File: src/rtl/conv_tile_sequencer.sv
// Tile/tap sequencer for a four-DSP 2x2-output-tile convolution datapath.
// Walks every K x K x DEPTH tap of each tile, drains the MAC pipeline, then
// presents the tile with a valid/ready handshake. Tiles are walked row-major.
module conv_tile_sequencer #(
   parameter int IMG_H   = 4,
   parameter int IMG_W   = 4,
   parameter int DEPTH   = 3,
   parameter int K       = 3,
   parameter int MAC_LAT = 1,
   parameter int IW      = 4
) (
   input  logic          clk,
   input  logic          rst,
   input  logic          start,
   output logic          busy,
   output logic          done,
   output logic [IW-1:0] frow,
   output logic [IW-1:0] fcol,
   output logic [IW-1:0] fdep,
   output logic [IW-1:0] irow,
   output logic [IW-1:0] icol,
   output logic [IW-1:0] idep,
   output logic          mac_ce,
   output logic          mac_load,
   output logic          op_zero,
   output logic          res_valid,
   input  logic          res_ready,
   output logic [IW-1:0] tile_row,
   output logic [IW-1:0] tile_col
);

   localparam int OH = IMG_H - K + 1;
   localparam int OW = IMG_W - K + 1;

   localparam logic [IW-1:0] ONE     = IW'(1);
   localparam logic [IW-1:0] TWO     = IW'(2);
   localparam logic [IW-1:0] K_LAST  = IW'(K - 1);
   localparam logic [IW-1:0] D_LAST  = IW'(DEPTH - 1);
   localparam logic [IW-1:0] TR_LAST = IW'(OH - 2);
   localparam logic [IW-1:0] TC_LAST = IW'(OW - 2);
   localparam logic [2:0]    DR_LAST = 3'(MAC_LAT - 1);

   typedef enum logic [2:0] {
      S_IDLE,
      S_RUN,
      S_DRAIN,
      S_HOLD,
      S_DONE
   } state_t;

   state_t     state;
   logic [2:0] drain_cnt;

   // Sequencer FSM; every output is registered and updated alongside the state.
   // irow/icol are kept incrementally equal to tile origin + frow/fcol.
   always_ff @(posedge clk or posedge rst) begin
      if (rst) begin
         state     <= S_IDLE;
         drain_cnt <= '0;
         busy      <= 1'b0;
         done      <= 1'b0;
         frow      <= '0;
         fcol      <= '0;
         fdep      <= '0;
         irow      <= '0;
         icol      <= '0;
         idep      <= '0;
         mac_ce    <= 1'b0;
         mac_load  <= 1'b0;
         op_zero   <= 1'b0;
         res_valid <= 1'b0;
         tile_row  <= '0;
         tile_col  <= '0;
      end else begin
         done     <= 1'b0;
         mac_load <= 1'b0;
         case (state)
            S_IDLE: begin
               if (start) begin
                  state    <= S_RUN;
                  busy     <= 1'b1;
                  mac_ce   <= 1'b1;
                  mac_load <= 1'b1;
                  op_zero  <= 1'b0;
                  tile_row <= '0;
                  tile_col <= '0;
                  frow     <= '0;
                  fcol     <= '0;
                  fdep     <= '0;
                  irow     <= '0;
                  icol     <= '0;
                  idep     <= '0;
               end
            end

            S_RUN: begin
               if (frow == K_LAST && fcol == K_LAST && fdep == D_LAST) begin
                  state     <= S_DRAIN;
                  op_zero   <= 1'b1;
                  drain_cnt <= '0;
                  frow      <= '0;
                  fcol      <= '0;
                  fdep      <= '0;
                  idep      <= '0;
                  irow      <= tile_row;
                  icol      <= tile_col;
               end else if (fdep == D_LAST) begin
                  fdep <= '0;
                  idep <= '0;
                  if (fcol == K_LAST) begin
                     fcol <= '0;
                     icol <= tile_col;
                     frow <= frow + ONE;
                     irow <= irow + ONE;
                  end else begin
                     fcol <= fcol + ONE;
                     icol <= icol + ONE;
                  end
               end else begin
                  fdep <= fdep + ONE;
                  idep <= idep + ONE;
               end
            end

            S_DRAIN: begin
               if (drain_cnt == DR_LAST) begin
                  state     <= S_HOLD;
                  mac_ce    <= 1'b0;
                  op_zero   <= 1'b0;
                  res_valid <= 1'b1;
               end else begin
                  drain_cnt <= drain_cnt + 3'd1;
               end
            end

            S_HOLD: begin
               if (res_ready) begin
                  res_valid <= 1'b0;
                  if (tile_row == TR_LAST && tile_col == TC_LAST) begin
                     state    <= S_DONE;
                     busy     <= 1'b0;
                     done     <= 1'b1;
                     tile_row <= '0;
                     tile_col <= '0;
                     irow     <= '0;
                     icol     <= '0;
                  end else begin
                     state    <= S_RUN;
                     mac_ce   <= 1'b1;
                     mac_load <= 1'b1;
                     if (tile_col == TC_LAST) begin
                        tile_col <= '0;
                        tile_row <= tile_row + TWO;
                        icol     <= '0;
                        irow     <= tile_row + TWO;
                     end else begin
                        tile_col <= tile_col + TWO;
                        icol     <= tile_col + TWO;
                        irow     <= tile_row;
                     end
                  end
               end
            end

            S_DONE: begin
               state <= S_IDLE;
            end

            default: begin
               state <= S_IDLE;
            end
         endcase
      end
   end

endmodule

File: config.mk
export PLATFORM = sky130hd
export DESIGN_NAME = conv_tile_sequencer
export DESIGN_NICKNAME = d
export VERILOG_FILES = /design/src/rtl/conv_tile_sequencer.sv
export SDC_FILE = /design/constraint.sdc
export NUM_CORES = 1
export LEC_CHECK = 0
export CORE_MARGIN = 2
export CORE_UTILIZATION = 45
export CTS_BUF_LIST = sky130_fd_sc_hd__clkbuf_2 sky130_fd_sc_hd__clkbuf_4 sky130_fd_sc_hd__clkbuf_8
export DETAILED_ROUTE_END_ITERATION = 7
export PLACE_DENSITY = 0.69
export SYNTH_ARGS = -nofsm -noshare
export SYNTH_HDL_FRONTEND = slang
export SYNTH_SLANG_ARGS = --single-unit
export TNS_END_PERCENT = 5
File: constraint.sdc
create_clock -name clk -period 2 [get_ports clk]
set_input_delay 0.2 -clock clk [delete_from_list [all_inputs] [get_ports clk]]
set_output_delay 0.2 -clock clk [all_outputs]
set_load 0.02 [all_outputs]
; ---- Yosys cells after proc, flatten, opt, wreduce, memory -nomap -nowiden
; Index checks and enable logic that the tools add are counted.
[totals]
out_inout_bits = 38
wordCells = 127
regBits = 44
[classes]
n_addsub = 9
eq_ne = 15
n_mux = 61
n_reduce_logical = 26
[op_table]
columns = op, count
row1 = $mux W4, 23
row2 = $pmux W4 S2, 6
row3 = $add A4 B1 Y4 const B, 6
row4 = $pmux W4 S3, 2
row5 = $mux W3, 7
row6 = $reduce_and A4 Y1, 5
row7 = $mux W1, 16
row8 = $ne A2 B2 Y1 const B, 7
row9 = $eq A4 B2 Y1 const B, 3
row10 = $pmux W3 S4, 1
row11 = $reduce_and A3 Y1, 4
row12 = $reduce_and A5 Y1, 2
row13 = $reduce_bool A3 Y1, 3
row14 = $add A4 B2 Y4 const B, 2
row15 = $logic_not A4 Y1, 2
row16 = $reduce_bool A2 Y1, 4
row17 = $eq A3 B2 Y1 const B, 2
row18 = $logic_not A3 Y1, 2
row19 = $ne A3 B3 Y1 const B, 2
row20 = $pmux W1 S2, 3
row21 = $pmux W1 S3, 2
row22 = $pmux W3 S2, 1
row23 = $add A3 B1 Y3 const B, 1
row24 = $eq A3 B1 Y1 const B, 1
row25 = 2 further kinds, 4

; ---- Depth between registers and ports, before layout
[depth]
depth_word = 5
depth_mapped = 8

; ---- Worst setup path after synthesis
; Ideal clock, no wire load.
[synth_timing]
path_kind = register to register
start = register fcol[0]
end = register irow[1]
period_less_slack_ps = 1875
stages_incl_launch_ff = 8
arrival_ps = 1748
path_slack_ps = 125
cell_sequence = dfrtp_1 -> inv_1 -> ha_1 -> or3b_1 -> buf_2 -> nand3_1 -> nand4_2 -> mux2_1
[synth_between]
elab_chain_cells = 5
word_cells_on_any_way = 8
classes_between = eq/ne (3) / mux (2) / reduce/logical (3)
[synth_rtl]
columns = item, line_no
row1 = from (decl), 18  ; output logic [IW-1:0] fcol,
row2 = from (signal assigned), 116  ; fcol <= fcol + ONE;
row3 = $eq A4 B2 Y1 (*), "97, 110"
row4 = $logic_and A1 B1 Y1 (2 in a row), 97  ; if (frow == K_LAST && fcol == K_LAST && fdep == D_LAST) begin
row5 = $ne A3 B3 Y1 (no source line) / $mux W4 (equally long branches), --
row6 = $reduce_and A5 Y1 (no source line) / $pmux W4 S3 (equally long branches), --
row7 = to (signal assigned), 105  ; irow <= tile_row;
row8 = to (signal assigned), 114  ; irow <= irow + ONE;
row9 = to (signal assigned), 155  ; irow <= tile_row + TWO;
row10 = to (decl), 20  ; output logic [IW-1:0] irow,
; Mark *: on every way between the ends. The rest lies on a longest branch, timed or not.
; A chain may end at the register's enable or synchronous reset.

; ---- Worst setup path after layout
[layout_timing]
start = register fdep[0]
end = register frow[3]
[layout_between]
elab_chain_cells = 4
word_cells_on_any_way = 7
classes_between = eq/ne (3) / mux (2) / reduce/logical (2)
[layout_rtl]
columns = item, line_no
row1 = from (decl), 19  ; output logic [IW-1:0] fdep,
row2 = from (signal assigned), 120  ; fdep <= fdep + ONE;
row3 = $eq A4 B2 Y1 (*), "97, 107"
row4 = $logic_and A1 B1 Y1, 97
row5 = $ne A3 B3 Y1 (no source line) / $mux W4 (equally long branches), --
row6 = $reduce_and A4 Y1 (no source line) / $pmux W4 S2 (equally long branches), --
row7 = to (signal assigned), 113  ; frow <= frow + ONE;
row8 = to (decl), 17  ; output logic [IW-1:0] frow,
; Marks and branches as above.

==> results list <==
* Global placer's final weighted congestion: 0.843
* Overall routing resource usage: 19.8%
- Simple-gate area share of the yosys netlist: 22.2%
- 1st-iter DRT viols: 118
* Later-pin clock latency in the skew report: 300 ps
* CTS clock-pin slew for the worst setup and hold paths: 90 ps
* Depth of the most critical reg-to-reg path: 7
* Count of hold-fix buffers inserted at cts: 0
- The HPWL after detailed placement is 4230 um.
* Multiplexer share of the synthesized area: 5.06%
* Required time at the worst-slack endpoint: between 2000 and 2500 ps
- Grt total ovfl: 0
* Buffers and inverters on the worst path: 1
- Slowest library cell on the worst path: sky130_fd_sc_hd__dfrtp_1
- Combined area of all synthesized cells: around 0.0025 mm2
- In this run the critical register-to-register path is captured at frow[3].
* Peak supply drop: 0.768 mV
* Min-delay worst type: input pin to asynchronous set/reset pin
- Worst-path cell chain: inv_1 -> ha_1 -> nor3b_4 -> and3_1 -> o21ai_2 -> or3_4 -> o31ai_1
* Area contributors post-synth: sky130_fd_sc_hd__dfrtp_1, sky130_fd_sc_hd__ha_1, sky130_fd_sc_hd__o21ai_0
* Initial core utilization: 46.1%
- Proportion of layout cells with a drive suffix above 1: 16.6%
* Wire length of the first global-routing pass: 9690 um
- Final core utilization: 59.1%
- Number of flops mapped to enable cells by yosys: 0
* Via count of the first global-routing pass: 2001
- Met1 track utilization from global routing: between 20% and 30%
- Outcome: finished clean
* Post-layout minimum cycle time: between 1500 and 2000 ps
* Compound-cell area share of the yosys netlist: 17.0%
* Reg area: 0.00110 mm2
* Post-route setup TNS: 0 ps
- Summing the areas of all fa, ha and maj instances in the mapped netlist gives 6.45% of the synthesized area.
* Area growth from synthesis to layout: 28.2%
- Input and output buffers added on the ports amount to 41.
- After synthesis, the mean cell area works out to 9.97 um2.
* Number of design rule violations left after detail routing: 0
* Ports placed on the boundary: 42
* Library cells used by synthesis: between 50 and 60
- Top cell types by occurrence after synthesis: sky130_fd_sc_hd__dfrtp_1, sky130_fd_sc_hd__o21ai_0, sky130_fd_sc_hd__nor2_1
* Post-synth ARST share: 100%
* Final period utilization: 93.3%
* Maximum fanout along the worst path: 7
- Fill cells in the final layout number 501.
- CTS buffer count: 5
- Final-report setup violation count: 0
* Fraction of synthesized cell area taken by the top area cell type: 43.7%
* Number of H-tree branching levels: 2
- Setup repair after global routing missed its margin: false
- Post-synth net total: 270
- The clock net in this run drives a total of 44 sinks.
- Combinational family with the most area after synthesis: simple AND/OR/NAND/NOR gates
* Sequential cell area fraction in the yosys report: 43.7%
- met2 is the most crowded layer.
* Die area: 0.00622 mm2
- Number of rows created at floorplan: 27
- Synth warnings: 0
- Maximum number of buffers from clock root to sink: 2
* Met3 usage in global routing: under 10%
- Critical path capture point type: flop
* Initial antenna violation count: 0
- The tree is rooted in a sky130_fd_sc_hd__clkbuf_8.
- Ant diodes: 0
- Area of the placeable core: roughly 0.0055 mm2
- Largest net degree at the start of global routing: 26
* Clock skew: 7.91 ps
- The number of hold violations in the final report came to 0.
* Cell type group with the largest total delay on the critical path: simple AND/OR/NAND/NOR gates
- Via count of the routed design: 2106
- Synthesis inferred 44 register bits.
- Maximum Capacitance Violations: 0
* GRT met2 Usage: 31.4%
- The worst setup path is launched from a flop.
- Average wire length per cell after detail routing: 15.0 um
- Summing all multi-input logic gate instances after layout gives 0.00135 mm2.
- Stage delay of the slowest cell on the critical path: around 380 ps
* Dominant synthesized flop cell: sky130_fd_sc_hd__dfrtp_1
- Cell area power density: between 1000 and 1500 mW/mm2
- Worst reg2reg setup slack: 130 ps
- The floorplan step set the die height to approximately 80 um.
- Synthesized netlist cell count: 253
- Post-synth top area cell: sky130_fd_sc_hd__dfrtp_1
- 1st-pass router iterations: 4
- Slew at the pin with the worst max-slew slack: approximately 890 ps
* Max-slew violation total from the final report: 0
- The completed layout was analyzed and its total power is 4.48 mW.
- Final net count: 330
- CTS tree: built
- In this run the critical register-to-register path is launched from fdep[0].
- Maximum clock frequency: 536 MHz
- The worst pin sits at a relative slew slack of 40.0%.
- Crit path arrival time: around 2100 ps
- The worst setup path is of the flop to flop kind.
* Die X: 78.9 um
* Xor/xnor share of the synthesized area: between 2 and 2.5%
- Library cell with the highest instance count after synthesis: sky130_fd_sc_hd__dfrtp_1
* Aggregate routed wire length: 5810 um
* Leakage power: 1.46 nW
* Count of antenna-violating nets left after detailed routing: 0
- After detailed routing, the number of vias per cell comes to 5.46.
==> report_power, final <==
part	leakage [nW]	internal [mW]	switching, mW
logic	0.835	1.11	1.16
clock network	0.0586	0.385	0.308
registers	0.571	1.16	0.350
==> cells by family (layout without fill, tap and decap cells) <==
logic type	after synthesis	after routing
AO/OA/AOI/OAI	66	66
XOR/XNOR	6	6
adder cells (fa/ha/maj)	13	13
buffers and inverters	15	76
flip-flops	44	44
multiplexers	12	12
AND/OR/NAND/NOR	97	97
==> worst reg2reg max path: cells and delay by family, from the launching register on <==
family,cells,cell delay (ps)
flops,1,380
fa+ha+maj,1,180
compound gates,2,320
simple gates,3,840
buf+inv,1,50
==> layer usage <==
layer / vias to the layer above / share of wire, %
met1: 1020 / 48
met2: 44 / 48
li1: 1035 / -
met3: 7 / 3.4
met4: 0 / 1.2
met5: - / 0
==> worst max-delay path by stage <==
| stage | from | end | slack (ps) | depth (start not counted) |
|---|---|---|---|---|
| 2_1_floorplan | fcol[0] | irow[1] | 120 | 7 |
| 3_3_place_gp | fcol[0] | frow[3] | 180 | 7 |
| 3_5_place_dp | fcol[0] | frow[3] | 80 | 7 |
| 4_1_cts | fcol[0] | frow[3] | 70 | 7 |
| 5_1_grt | state[2] | irow[1] | 0.6 | 5 |
| 6_report | fdep[0] | frow[3] | 130 | 7 |
==> sequential cells by signal, indices dropped and copies added, names as in the netlist, 3 cells and up <==
signal	count
fcol	4
fdep	4
frow	4
icol	4
idep	4
irow	4
tile_col	4
tile_row	4
drain_cnt	3
state	3
==> area by class of cell <==
cell class / count / area share [%]
Inverter: 10 / 1.16
Multi-Input combinational cell: 194 / 41.9
Tap cell: 72 / 2.79
Timing Repair Buffer: 58 / 16.6
Sequential cell: 44 / 34.1
Clock inverter: 2 / 1.08
Clock buffer: 6 / 2.36
==> repair_timing <==
action | CTS | global route
setup buffers | 0 | 1
resized for setup | 0 | 4
endpoints found under the setup margin | 0 | 2
==> placed cells by master, fill, tap and decap left out, types with 3 or more instances in the layout <==
cell                              Yosys  routed
sky130_fd_sc_hd__xnor2_1              3       3
sky130_fd_sc_hd__o21ai_2              3       3
sky130_fd_sc_hd__clkbuf_8             3       5
sky130_fd_sc_hd__and2_1               3       3
sky130_fd_sc_hd__mux2_2               5       5
sky130_fd_sc_hd__xor2_1               3       3
sky130_fd_sc_hd__nand4_1              4       4
sky130_fd_sc_hd__or3_1                3       3
sky130_fd_sc_hd__buf_4                0      17
sky130_fd_sc_hd__a21oi_1             11      11
sky130_fd_sc_hd__ha_1                13      13
sky130_fd_sc_hd__nor2_1              24      24
sky130_fd_sc_hd__dfrtp_1             44      43
sky130_fd_sc_hd__clkdlybuf4s50_1      0      41
sky130_fd_sc_hd__a22o_1               4       4
sky130_fd_sc_hd__nand3_1             13      13
sky130_fd_sc_hd__mux2i_1              6       6
sky130_fd_sc_hd__inv_1               10       9
sky130_fd_sc_hd__o21ai_0             30      30
sky130_fd_sc_hd__nand2_1             23      23
==> stage by stage <==
step / worst slack (ps) / cells / instance area (um2) / hold slack (ps)
after floorplan: 125 / 253 / 2520 / 434
after global placement: 178 / 377 / 3090 / 466
after detailed placement: 84.1 / 377 / 3090 / 470
after CTS: 67.7 / 385 / 3200 / 312
after global routing: 0.594 / 386 / 3230 / 342
final: 133 / 386 / 3230 / 292
Note: power is estimated with default switching activity, not from simulation.
